`config.mk`:
```
export PLATFORM = sky130hd
export DESIGN_NAME = light_monitor
export DESIGN_NICKNAME = d
export VERILOG_FILES = /design/src/rtl/light_monitor.sv
export SDC_FILE = /design/constraint.sdc
export NUM_CORES = 1
export LEC_CHECK = 0
export CORE_ASPECT_RATIO = 0.7
export CORE_MARGIN = 2
export CORE_UTILIZATION = 59
export DETAILED_ROUTE_END_ITERATION = 16
export PLACE_DENSITY = 0.95
export SYNTH_ARGS = -nofsm -noshare
export SYNTH_HDL_FRONTEND = slang
export SYNTH_SLANG_ARGS = --single-unit
```
`constraint.sdc`:
```
create_clock -name CLOCK_50 -period 5.4 [get_ports CLOCK_50]
set_clock_uncertainty 0.05 [all_clocks]
set_input_delay 0.81 -clock CLOCK_50 [delete_from_list [all_inputs] [get_ports CLOCK_50]]
set_output_delay 0.81 -clock CLOCK_50 [all_outputs]
set_load 0.1 [all_outputs]
```
`src/rtl/light_monitor.sv`:
```
// Traffic-light lamp monitor: synchronizes lamp lines, tracks phase order, flags faults.
// Optional stall detection is built when LIGHT_MONITOR_STALL_EN is defined.
module light_monitor #(
    parameter int STALL_LIMIT = 100000000
) (
    input  logic       CLOCK_50,
    input  logic       rst,
    input  logic [5:0] lights_in,
    input  logic       clr_fault,
    output logic [2:0] phase,
    output logic       phase_valid,
    output logic       seq_err,
    output logic       fault,
    output logic       stall,
    output logic [7:0] err_count
);

    typedef enum logic [1:0] {
        SYNC_WAIT = 2'd0,
        TRACK     = 2'd1,
        FAULT     = 2'd2
    } state_t;

    state_t     state;
    state_t     state_nx;
    logic [5:0] sync1;
    logic [5:0] sync2;
    logic [5:0] sync3;
    logic [5:0] accepted;
    logic       accept;
    logic       legal;
    logic [2:0] dec_phase;
    logic [2:0] exp_phase;
    logic       seq_hit;

    always_ff @(posedge CLOCK_50 or posedge rst) begin
        if (rst) begin
            sync1    <= '0;
            sync2    <= '0;
            sync3    <= '0;
            accepted <= '0;
        end else begin
            sync1 <= lights_in;
            sync2 <= sync1;
            sync3 <= sync2;
            if (accept)
                accepted <= sync2;
        end
    end

    // A value must survive two synchronized samples before it counts
    assign accept = (sync2 == sync3) && (sync2 != accepted);

    always_comb begin
        legal     = 1'b1;
        dec_phase = 3'd0;
        case (sync2)
            6'b100001: dec_phase = 3'd0;
            6'b100010: dec_phase = 3'd1;
            6'b100100: dec_phase = (phase == 3'd4) ? 3'd5 : 3'd2;
            6'b001100: dec_phase = 3'd3;
            6'b010100: dec_phase = 3'd4;
            default:   legal     = 1'b0;
        endcase
    end

    assign exp_phase = (phase == 3'd5) ? 3'd0 : phase + 3'd1;
    assign seq_hit   = accept && legal && (state == TRACK)
                       && (dec_phase != exp_phase);

    always_ff @(posedge CLOCK_50 or posedge rst) begin
        if (rst)
            state <= SYNC_WAIT;
        else
            state <= state_nx;
    end

    always_comb begin
        state_nx = state;
        unique case (state)
            SYNC_WAIT: begin
                if (accept && !legal)
                    state_nx = FAULT;
                else if (accept)
                    state_nx = TRACK;
            end
            TRACK: begin
                if (accept && !legal)
                    state_nx = FAULT;
            end
            FAULT: begin
                // A new illegal pattern outranks a same-cycle release
                if (accept && !legal)
                    state_nx = FAULT;
                else if (clr_fault)
                    state_nx = SYNC_WAIT;
            end
            default: state_nx = SYNC_WAIT;
        endcase
    end

    always_comb begin
        phase_valid = (state == TRACK);
    end

    always_ff @(posedge CLOCK_50 or posedge rst) begin
        if (rst) begin
            phase     <= 3'd0;
            seq_err   <= 1'b0;
            fault     <= 1'b0;
            err_count <= 8'd0;
        end else begin
            seq_err <= seq_hit;
            if (seq_hit && err_count != 8'hFF)
                err_count <= err_count + 8'd1;
            if (accept && legal && state != FAULT)
                phase <= dec_phase;
            if (accept && !legal)
                fault <= 1'b1;
            else if (state == FAULT && clr_fault)
                fault <= 1'b0;
        end
    end

`ifdef LIGHT_MONITOR_STALL_EN
    localparam logic [26:0] LIMIT = 27'(STALL_LIMIT);

    logic [26:0] dwell;

    always_ff @(posedge CLOCK_50 or posedge rst) begin
        if (rst)
            dwell <= '0;
        else if (accept || state != TRACK)
            dwell <= '0;
        else if (dwell != LIMIT)
            dwell <= dwell + 27'd1;
    end

    assign stall = (dwell == LIMIT);
`else
    assign stall = 1'b0;
`endif

endmodule

```
Word level (Yosys, flattened, before mapping)
Cells that the tools add are included. W data, S select, Z words.

Input bits: 9. Logic and storage cells: 53. Bits in registers: 39. Output and inout port bits: 15.

Reduce and logical (&&, ||, !) cells: 13. Add/subtract/negate cells: 2. Equal/unequal tests: 17. Mux-type cells: 12.

Operators by type and width (count): $eq A6 B6 Y1 const B (3); $pmux W3 S4 (1); $mux W2 (5); $add A8 B1 Y8 const B (1); $logic_and A1 B1 Y1 (8); $ne A8 B8 Y1 const B (1); $eq A3 B3 Y1 const B (2); $eq A6 B4 Y1 const B (1); $eq A6 B5 Y1 const B (1); $eq A6 B6 Y1 (1); $mux W3 (2); $ne A3 B3 Y1 const B (2); $ne A6 B6 Y1 (1); $pmux W2 S3 (1); $reduce_or A5 Y1 (1); $add A3 B1 Y3 const B (1); $mux W1 (3); $ne A3 B3 Y1 (1); $reduce_and A3 Y1 (1); $eq A2 B1 Y1 const B (1); $eq A2 B2 Y1 const B (1); $logic_not A2 Y1 (1); $ne A2 B1 Y1 const B (1); $ne A2 B2 Y1 const B (1); other kinds (2) (2).

Depth between registers and ports, before layout
Gate-level depths: netlist of run 1.

Depth after elaboration: 7. Gate-level depth with buffers: 8. Mapped depth without buffers: 7.

Worst setup path after synthesis of run 1
Ideal clock, no wire load.

Path type: flip-flop to flip-flop. From: reg phase[0]. To: reg err_count[6]. Required time: 5.224 ns. Arrival time: 2.578 ns. Path buffers: 1. Library setup time: 0.126 ns. Period minus slack after synthesis: 2.755 ns. Setup slack: 2.645 ns. Cell stages (with the launch flop): 9. Cells stage by stage: dfrtp_1 buf_2 nor2b_1 and4b_1 a311oi_2 a21boi_2 o21ai_4 nor3b_2 mux2_4.

Longest elaborated chain between the ends: 6. Elaborated cells on any way between the ends: 9. Classes of those cells: add/sub: 1; eq/ne: 3; mux: 3; reduce/logical: 2.

RTL lines: from (decl) (line 10) `output logic [2:0] phase,`; from (signal assigned) (line 117) `phase <= dec_phase;`; $eq A3 B3 Y1 (line 60) `6'b100100: dec_phase = (phase == 3'd4) ? 3'd5 : 3'd2;`; $mux W3 (line 60); $pmux W3 S4 (line 57) `case (sync2)`; $ne A3 B3 Y1 (*) (line 69) `&& (dec_phase != exp_phase);`; $logic_and A1 B1 Y1 (*) (line 69); $logic_and A1 B1 Y1 (*) (line 114) `if (seq_hit && err_count != 8'hFF)`; to (signal assigned) (line 115) `err_count <= err_count + 8'd1;`; to (decl) (line 15) `output logic [7:0] err_count`.

Mark *: on every way between the ends. The rest lies on a longest branch, timed or not. A chain may end at the register's enable or synchronous reset.

Worst setup path in the final report of run 1
From: reg state[1]. To: out phase_valid.

Longest elaborated chain between the ends: 1.

RTL lines: from (decl) (line 24) `state_t state;`; from (signal assigned) (line 75) `state <= state_nx;`; $eq A2 B1 Y1 (line 103) `phase_valid = (state == TRACK);`; to (decl) (line 11) `output logic phase_valid,`.

No other way between the ends.

==> out/metrics.yaml, run 1 <==
run_status:
  outcome: "complete, no violations"
floorplan:
  ios: 24
  initial_core_util_pct: 62.5
  die_h_um: 52.6
  fp-row-count: 17
  die_area_mm2: 0.00387
  die_w_um: 73.5
  coreArea_mm2: 0.00319
timing:
  worstMarginPinSlew_ns: 0.989
  finalCritPeriodShare_pct: 57.5
  fin_ws_ns: 2.29
  setup-violations-final: 0
  post-route-min-period_ns: 3.11
  slew_viol_final: 0
  timing.fmax_ghz: 0.322
  slew_headroom_pct: 33.8
  hold_viol: 0
  tns_ns: 0
  rsz0062_at_grt: "false"
drt:
  drtAntennaViolNets: 0
  via_per_inst: 5.96
  remaining_drc_errors: 0
  vias: 1328
  drt_iter0_drc: 129
  avgRoutedWirePerCell_um: 17.0
  wl_um: 3790
  dr.pass1.iters: 4
clocking:
  clock-root-buffer: "clkbuf_8"
  insertion_delay_ns: 0.29
  post-cts-setup-buffer-count: 0
  cts_tree: "built"
  numCtsBuffers: 5
  clkTransAtPathRegs_ns: 0.08
  clk_path_buf_depth: 2
  cts_resized: 0
  ctsHoldBuffers: 0
  htree_levels: 2
  clock-sinks: 39
synthesis:
  synth-compound-area-share_pct: 9.42
  synth_simple_gate_area_share_pct: 22.4
  synth-edff-count: 0
  synth_xor_area_share_pct: 8.35
  synth_top_family_by_area: "simple AND/OR/NAND/NOR gates"
  synthAdderAreaFrac_pct: 0.628
  synthMuxAreaShare_pct: 5.96
  yosysWarningCount: 0
  avgSynthCellArea_um2: 12.2
  ys.flop_type: "dfrtp_1"
  syn_inst: 164
  yosys_register_bits: 39
  synth_cell_types: 55
  ys_async_sr_fraction_pct: 100
  syn_area_mm2: 0.00199
  yosysSeqAreaShare_pct: 49.0
  synth_nets: 174
grt:
  grt_pass1_vias: 1321
  grt_first_pass_wirelength_um: 6250
  grt-ovfl-total: 0
  grt_util_all_layers_pct: 22.7
  grt_start_max_net_pins: 40
  antenna_found_initial: 0
power_and_ir_drop:
  power_density_mw_per_mm2: 327
  internal_power_mw: 0.515
  switching_power_mw: 0.239
  sw_frac_of_total_pct: 31.7
  leakagePower_nw: 1.01
  power_mw: 0.754
  clkPwrFrac_pct: 31.3
  comb_power_share_pct: 22.0
  p_seq_share_pct: 46.7
  ir_drop_mv: 0.372
worst_setup_path:
  cp-start-kind: "flop"
  worstSetupEndpointType: "output port"
  crit_arrival_ns: 2.25
  crit_type: "reg2out"
  cp.required_ns: 4.54
  cp_max_fo: 6
cells_and_area:
  area_growth_pct: 15.8
  layout_commonest_cell: "dfrtp_1"
  fin_nets: 195
  antenna_cells: 0
  final_core_util_pct: 72.4
  drive_gt1_share_pct: 18.9
  final_cell_mix: "39 x dfrtp_1, 22 x clkdlybuf4s50_1, 10 x xnor2_1, 9 x nand2_1, 9 x xor2_1"
place:
  hpwl_um: 2610
  port_buffers: 22
  place.gp.congestion: 0.775
  pre_cts_slack_ns: 2.65
flow_run:
  max-cap-violations: 0
hold_path:
  hp-class: "reg2reg"
## through the flow
stage               hold slack (ns)  area [um^2]  cells
detailed placement            0.285         2200    216
finish                        0.301         2310    223
CTS                           0.302         2310    223
global placement              0.283         2200    216
floorplan                     0.281         1990    164
global route                  0.309         2310    223
## worst max-delay path, cell delays in order, from the launching register on
cell             delay (ns)
dfrtp_1                0.46
nor2_1                 0.28
clkdlybuf4s50_1        1.20
## synth_stat cells, drive strengths merged (3+ instances only)
cell | count | share of area (%)
nor2b | 5 | 1.6
o211ai | 3 | 1.8
a21oi | 3 | 0.75
and3 | 3 | 0.94
and2 | 3 | 0.94
nor3 | 4 | 1.6
xor2 | 9 | 4.0
dfrtp | 39 | 49
mux2 | 9 | 5.5
nand3 | 7 | 2.0
nand4 | 4 | 1.3
buf | 8 | 3.1
xnor2 | 10 | 4.4
inv | 4 | 0.75
nor2 | 6 | 1.1
nand2 | 10 | 2.0
o21ai | 5 | 1.8
## power groups by stage
stage          clock [mW]  sequential (mW)  combinational, mW
2_1_floorplan           0            0.378              0.108
3_3_place_gp            0            0.353              0.161
3_5_place_dp            0            0.357              0.165
4_1_cts             0.240            0.352              0.168
5_1_grt             0.253            0.357              0.179
6_report            0.236            0.352              0.166
## cells by family after synthesis
| logic type | after synthesis |
|---|---|
| xor+xnor | 19 |
| flops | 39 |
| compound gates | 22 |
| other cells | 1 |
| mux | 10 |
| buf+inv | 13 |
| simple gates | 59 |
| fa+ha+maj | 1 |
## final cells by class
cell class / instances / area (um^2)
Clock buffer: 5 / 68.8
Clock inverter: 2 / 37.5
Fill cell: 217 / 882
Inverter: 4 / 15.0
Multi-Input combinational cell: 112 / 936
Sequential cell: 39 / 976
Tap cell: 38 / 47.5
Timing Repair Buffer: 23 / 228
## registers in the layout (all words and copies together) (netlist names)
register,count
err_count,8
state,2
seq_err,1
fault,1
sync1,6
phase,3
accepted,6
sync3,6
sync2,6
## final timing paths
| check | start | endpoint | slack [ns] | cells past startpoint |
|---|---|---|---|---|
| min in group asynchronous | rst | err_count[0] | 0.88 | 3 |
| min | sync1[0] | sync2[0] | 0.30 | 0 |
| max reg2reg | sync2[1] | err_count[6] | 2.86 | 7 |
| min reg2reg | sync1[0] | sync2[0] | 0.30 | 0 |
| max | state[1] | phase_valid | 2.29 | 2 |
| max in group asynchronous | rst | sync3[1] | 4.08 | 3 |
## metal layers
metal / wire, um / up-vias / share of wire, % / GRT usage (%)
li1: - / 614 / - / -
met1: 1680 / 667 / 44 / 28.8
met2: 1840 / 36 / 49 / 35.3
met3: 195 / 11 / 5.1 / 8.46
met4: 72 / 0 / 1.9 / 9.09
met5: 0 / - / 0 / 0
Power figures use the tool's default switching activity.
==> inputs of run 2 (changes only) <==
--- a/config.mk
+++ b/config.mk
@@ -7,9 +7,9 @@
 export LEC_CHECK = 0
 export CORE_ASPECT_RATIO = 0.7
 export CORE_MARGIN = 2
-export CORE_UTILIZATION = 59
+export CORE_UTILIZATION = 50
 export DETAILED_ROUTE_END_ITERATION = 16
-export PLACE_DENSITY = 0.95
+export PLACE_DENSITY = 0.88
 export SYNTH_ARGS = -nofsm -noshare
 export SYNTH_HDL_FRONTEND = slang
 export SYNTH_SLANG_ARGS = --single-unit
==> constraint.sdc (replaced) <==
create_clock -name CLOCK_50 -period 2.6 [get_ports CLOCK_50]
set_clock_uncertainty 0.05 [all_clocks]
set_input_delay 0.39 -clock CLOCK_50 [delete_from_list [all_inputs] [get_ports CLOCK_50]]
set_output_delay 0.39 -clock CLOCK_50 [all_outputs]
set_load 0.1 [all_outputs]
==> run 2 against run 1 <==
  * Via count fell by 4.5%
  * Register-to-register slack got worse by 2.7 ns
  * Routed wire length fell by 12%
  * Die area rose by 17%
  * Combinational power rose by 100%
  * Utilization fell by 13 points
  * Final area fell by 0.70%
  * Non-clock buffer count rose by 1
  * Largest cell class unchanged
  * Sequential share of layout area rose by 0.41 points
  * Global-route usage fell by 5.4 points
==> out/metrics.yaml, run 2 (synthesis gave the netlist of run 1 again) <==
clocking:
  insertion_delay_ns: 0.30  # about the same
  cts_resized: 0  # unchanged
  post-cts-setup-buffer-count: 0  # unchanged
  ctsHoldBuffers: 0  # unchanged
  clk_path_buf_depth: 2  # unchanged
  numCtsBuffers: 5  # unchanged
  clkTransAtPathRegs_ns: 0.08  # about the same
  clock-sinks: 39  # unchanged
  clock-root-buffer: "clkbuf_8"
  htree_levels: 2  # unchanged
  cts_tree: "built"
worst_setup_path:
  crit_path_end: "err_count[6]"
  crit_type: "reg2reg"
  crit_slowest_cell: "dfrtp_1"
  reg2regPathDepth: 7  # unchanged
  timing.rr.start: "sync2[3]"
  critical_path_buf_inv_count: 0  # -1
  crit_start: "sync2[3]"
  critPathTopFamily: "simple AND/OR/NAND/NOR gates"
  crit_cells: 7  # +5
  crit_chain: "nor4b_4 > nand2_2 > a311oi_2 > a21boi_2 > o21ai_4 > nor3b_2 > mux2_4"
  ff2ff_setup_slack_ns: 0.19  # -2.67 ns
  crit_arrival_ns: 2.54  # +0.29 ns
  r2r_end: "err_count[6]"
  worstSetupEndpointType: "flop"
  cpPeakStageDelay_ns: 0.54  # -0.66 ns
  cp.required_ns: 2.73  # -1.81 ns
  cp_max_fo: 11  # +5
  cp-start-kind: "flop"
power_and_ir_drop:
  switching_power_mw: 0.489  # +100%
  sw_frac_of_total_pct: 32.8  # +1.1 points
  p_seq_share_pct: 48.9  # +2.2 points
  power_density_mw_per_mm2: 651  # +99%
  ir_drop_mv: 0.583  # +57%
  clkPwrFrac_pct: 28.4  # -2.9 points
  internal_power_mw: 1.00  # +95%
  comb_power_share_pct: 22.7  # +0.7 points
  leakagePower_nw: 1.04  # +2.6%
floorplan:
  die_w_um: 79.5  # +8.2%
  initial_core_util_pct: 51.4  # -11 points
  die_h_um: 56.8  # +8.0%
  coreArea_mm2: 0.00387  # +21%
  die_area_mm2: 0.00452  # +17%
  ios: 24  # unchanged
  fp-row-count: 19  # +2
timing:
  setup-violations-final: 0  # unchanged
  tns_ns: 0  # unchanged
  hold_viol: 0  # unchanged
  slew_viol_final: 0  # unchanged
  timing.fmax_ghz: 0.414
  fin_ws_ns: 0.186  # -2.11 ns
  post-route-min-period_ns: 2.41
  finalCritPeriodShare_pct: 92.9
  rsz0062_at_grt: "false"
grt:
  antenna_found_initial: 0  # unchanged
  grt-ovfl-total: 0  # unchanged
  grt_first_pass_wirelength_um: 5950  # -4.9%
  grt_start_max_net_pins: 40  # unchanged
  grt_pass1_vias: 1238  # -6.3%
  grt_util_all_layers_pct: 17.4  # -5.4 points
drt:
  vias: 1268  # -4.5%
  avgRoutedWirePerCell_um: 13.9  # -18%
  wl_um: 3320  # -12%
  drtAntennaViolNets: 0  # unchanged
  remaining_drc_errors: 0  # unchanged
  dr.pass1.iters: 4  # unchanged
  drt_iter0_drc: 86  # -33%
  via_per_inst: 5.31  # -11%
place:
  place.gp.congestion: 0.802  # +3.5%
  port_buffers: 22  # unchanged
  pre_cts_slack_ns: 0.207  # -2.44 ns
  hpwl_um: 2420  # -7.5%
cells_and_area:
  drive_gt1_share_pct: 28.3  # +9.4 points
  layout_commonest_cell: "dfrtp_1"
  area_growth_pct: 15.0
  largest_register_ff_count: 8  # unchanged
  antenna_cells: 0  # unchanged
  fin_nets: 196  # +0.51%
  top_register: "err_count"
  final_cell_mix: "37 x dfrtp_1, 16 x buf_4, 10 x xnor2_1, 9 x nand2_1, 9 x xor2_1"
hold_path:
  hp-class: "reg2reg"
flow_run:
  max-cap-violations: 0  # unchanged
run_status:
  outcome: "complete, no violations"
-- run 2: stage by stage --
stage          hold WS [ns]  power (mW)  util [%]  std cells  area, um^2
5_1_grt               0.317        1.57      59.2        239        2290
3_5_place_dp          0.285        1.08      56.7        231        2200
4_1_cts               0.298        1.51      59.2        239        2290
6_report              0.294        1.49      59.2        239        2290
3_3_place_gp          0.283        1.07      56.7        231        2200
2_1_floorplan         0.281        1.01         -        164        2000
-- run 2: cell type report --
type,count,area (um^2)
fill,319,1580
sequential,39,978
multi-input combinational,112,938
timing repair buffer,24,200
clock buffer,7,86.3
tap,52,65.1
inverter,4,15.0
clock inverter,1,8.76
-- run 2: routing by layer --
layer,vias to the layer above,wire [um],global-route usage [%]
met2,33,1550,24.2
met5,-,0,0
met1,613,1580,25.2
li1,620,-,-
met3,2,167,6.27
met4,0,29,5.17
-- run 2: worst reg2reg max path: cells and delay by family (launching register included) --
kind	cells	cell delay, ns
AO/OA/AOI/OAI	3	0.60
flip-flops	1	0.54
multiplexers	1	0.31
AND/OR/NAND/NOR	3	0.81
-- run 2: how the worst min path moves through the flow --
stage | from | to | slack, ns | cells after the start
2_1_floorplan | sync1[0] | sync2[0] | 0.28 | 0
3_3_place_gp | sync1[0] | sync2[0] | 0.28 | 0
3_5_place_dp | sync1[2] | sync2[2] | 0.28 | 0
4_1_cts | sync1[2] | sync2[2] | 0.30 | 0
5_1_grt | sync1[2] | sync2[2] | 0.32 | 0
6_report | sync1[2] | sync2[2] | 0.29 | 0
-- run 2: power groups by stage --
stage / clock, mW / combinational (mW) / sequential, mW
6_report: 0.424 / 0.339 / 0.729
4_1_cts: 0.436 / 0.343 / 0.729
5_1_grt: 0.467 / 0.365 / 0.737
2_1_floorplan: 0 / 0.227 / 0.786
3_5_place_dp: 0 / 0.341 / 0.741
3_3_place_gp: 0 / 0.335 / 0.735
==> inputs of run 3 (changes only) <==
--- a/config.mk
+++ b/config.mk
@@ -9,6 +9,7 @@
 export CORE_MARGIN = 2
 export CORE_UTILIZATION = 50
 export DETAILED_ROUTE_END_ITERATION = 16
+export GPL_ROUTABILITY_DRIVEN = 0
 export PLACE_DENSITY = 0.88
 export SYNTH_ARGS = -nofsm -noshare
 export SYNTH_HDL_FRONTEND = slang
==> results of run 3 <==
Same layout as run 2: the final DEF is identical, and so are final timing and power.
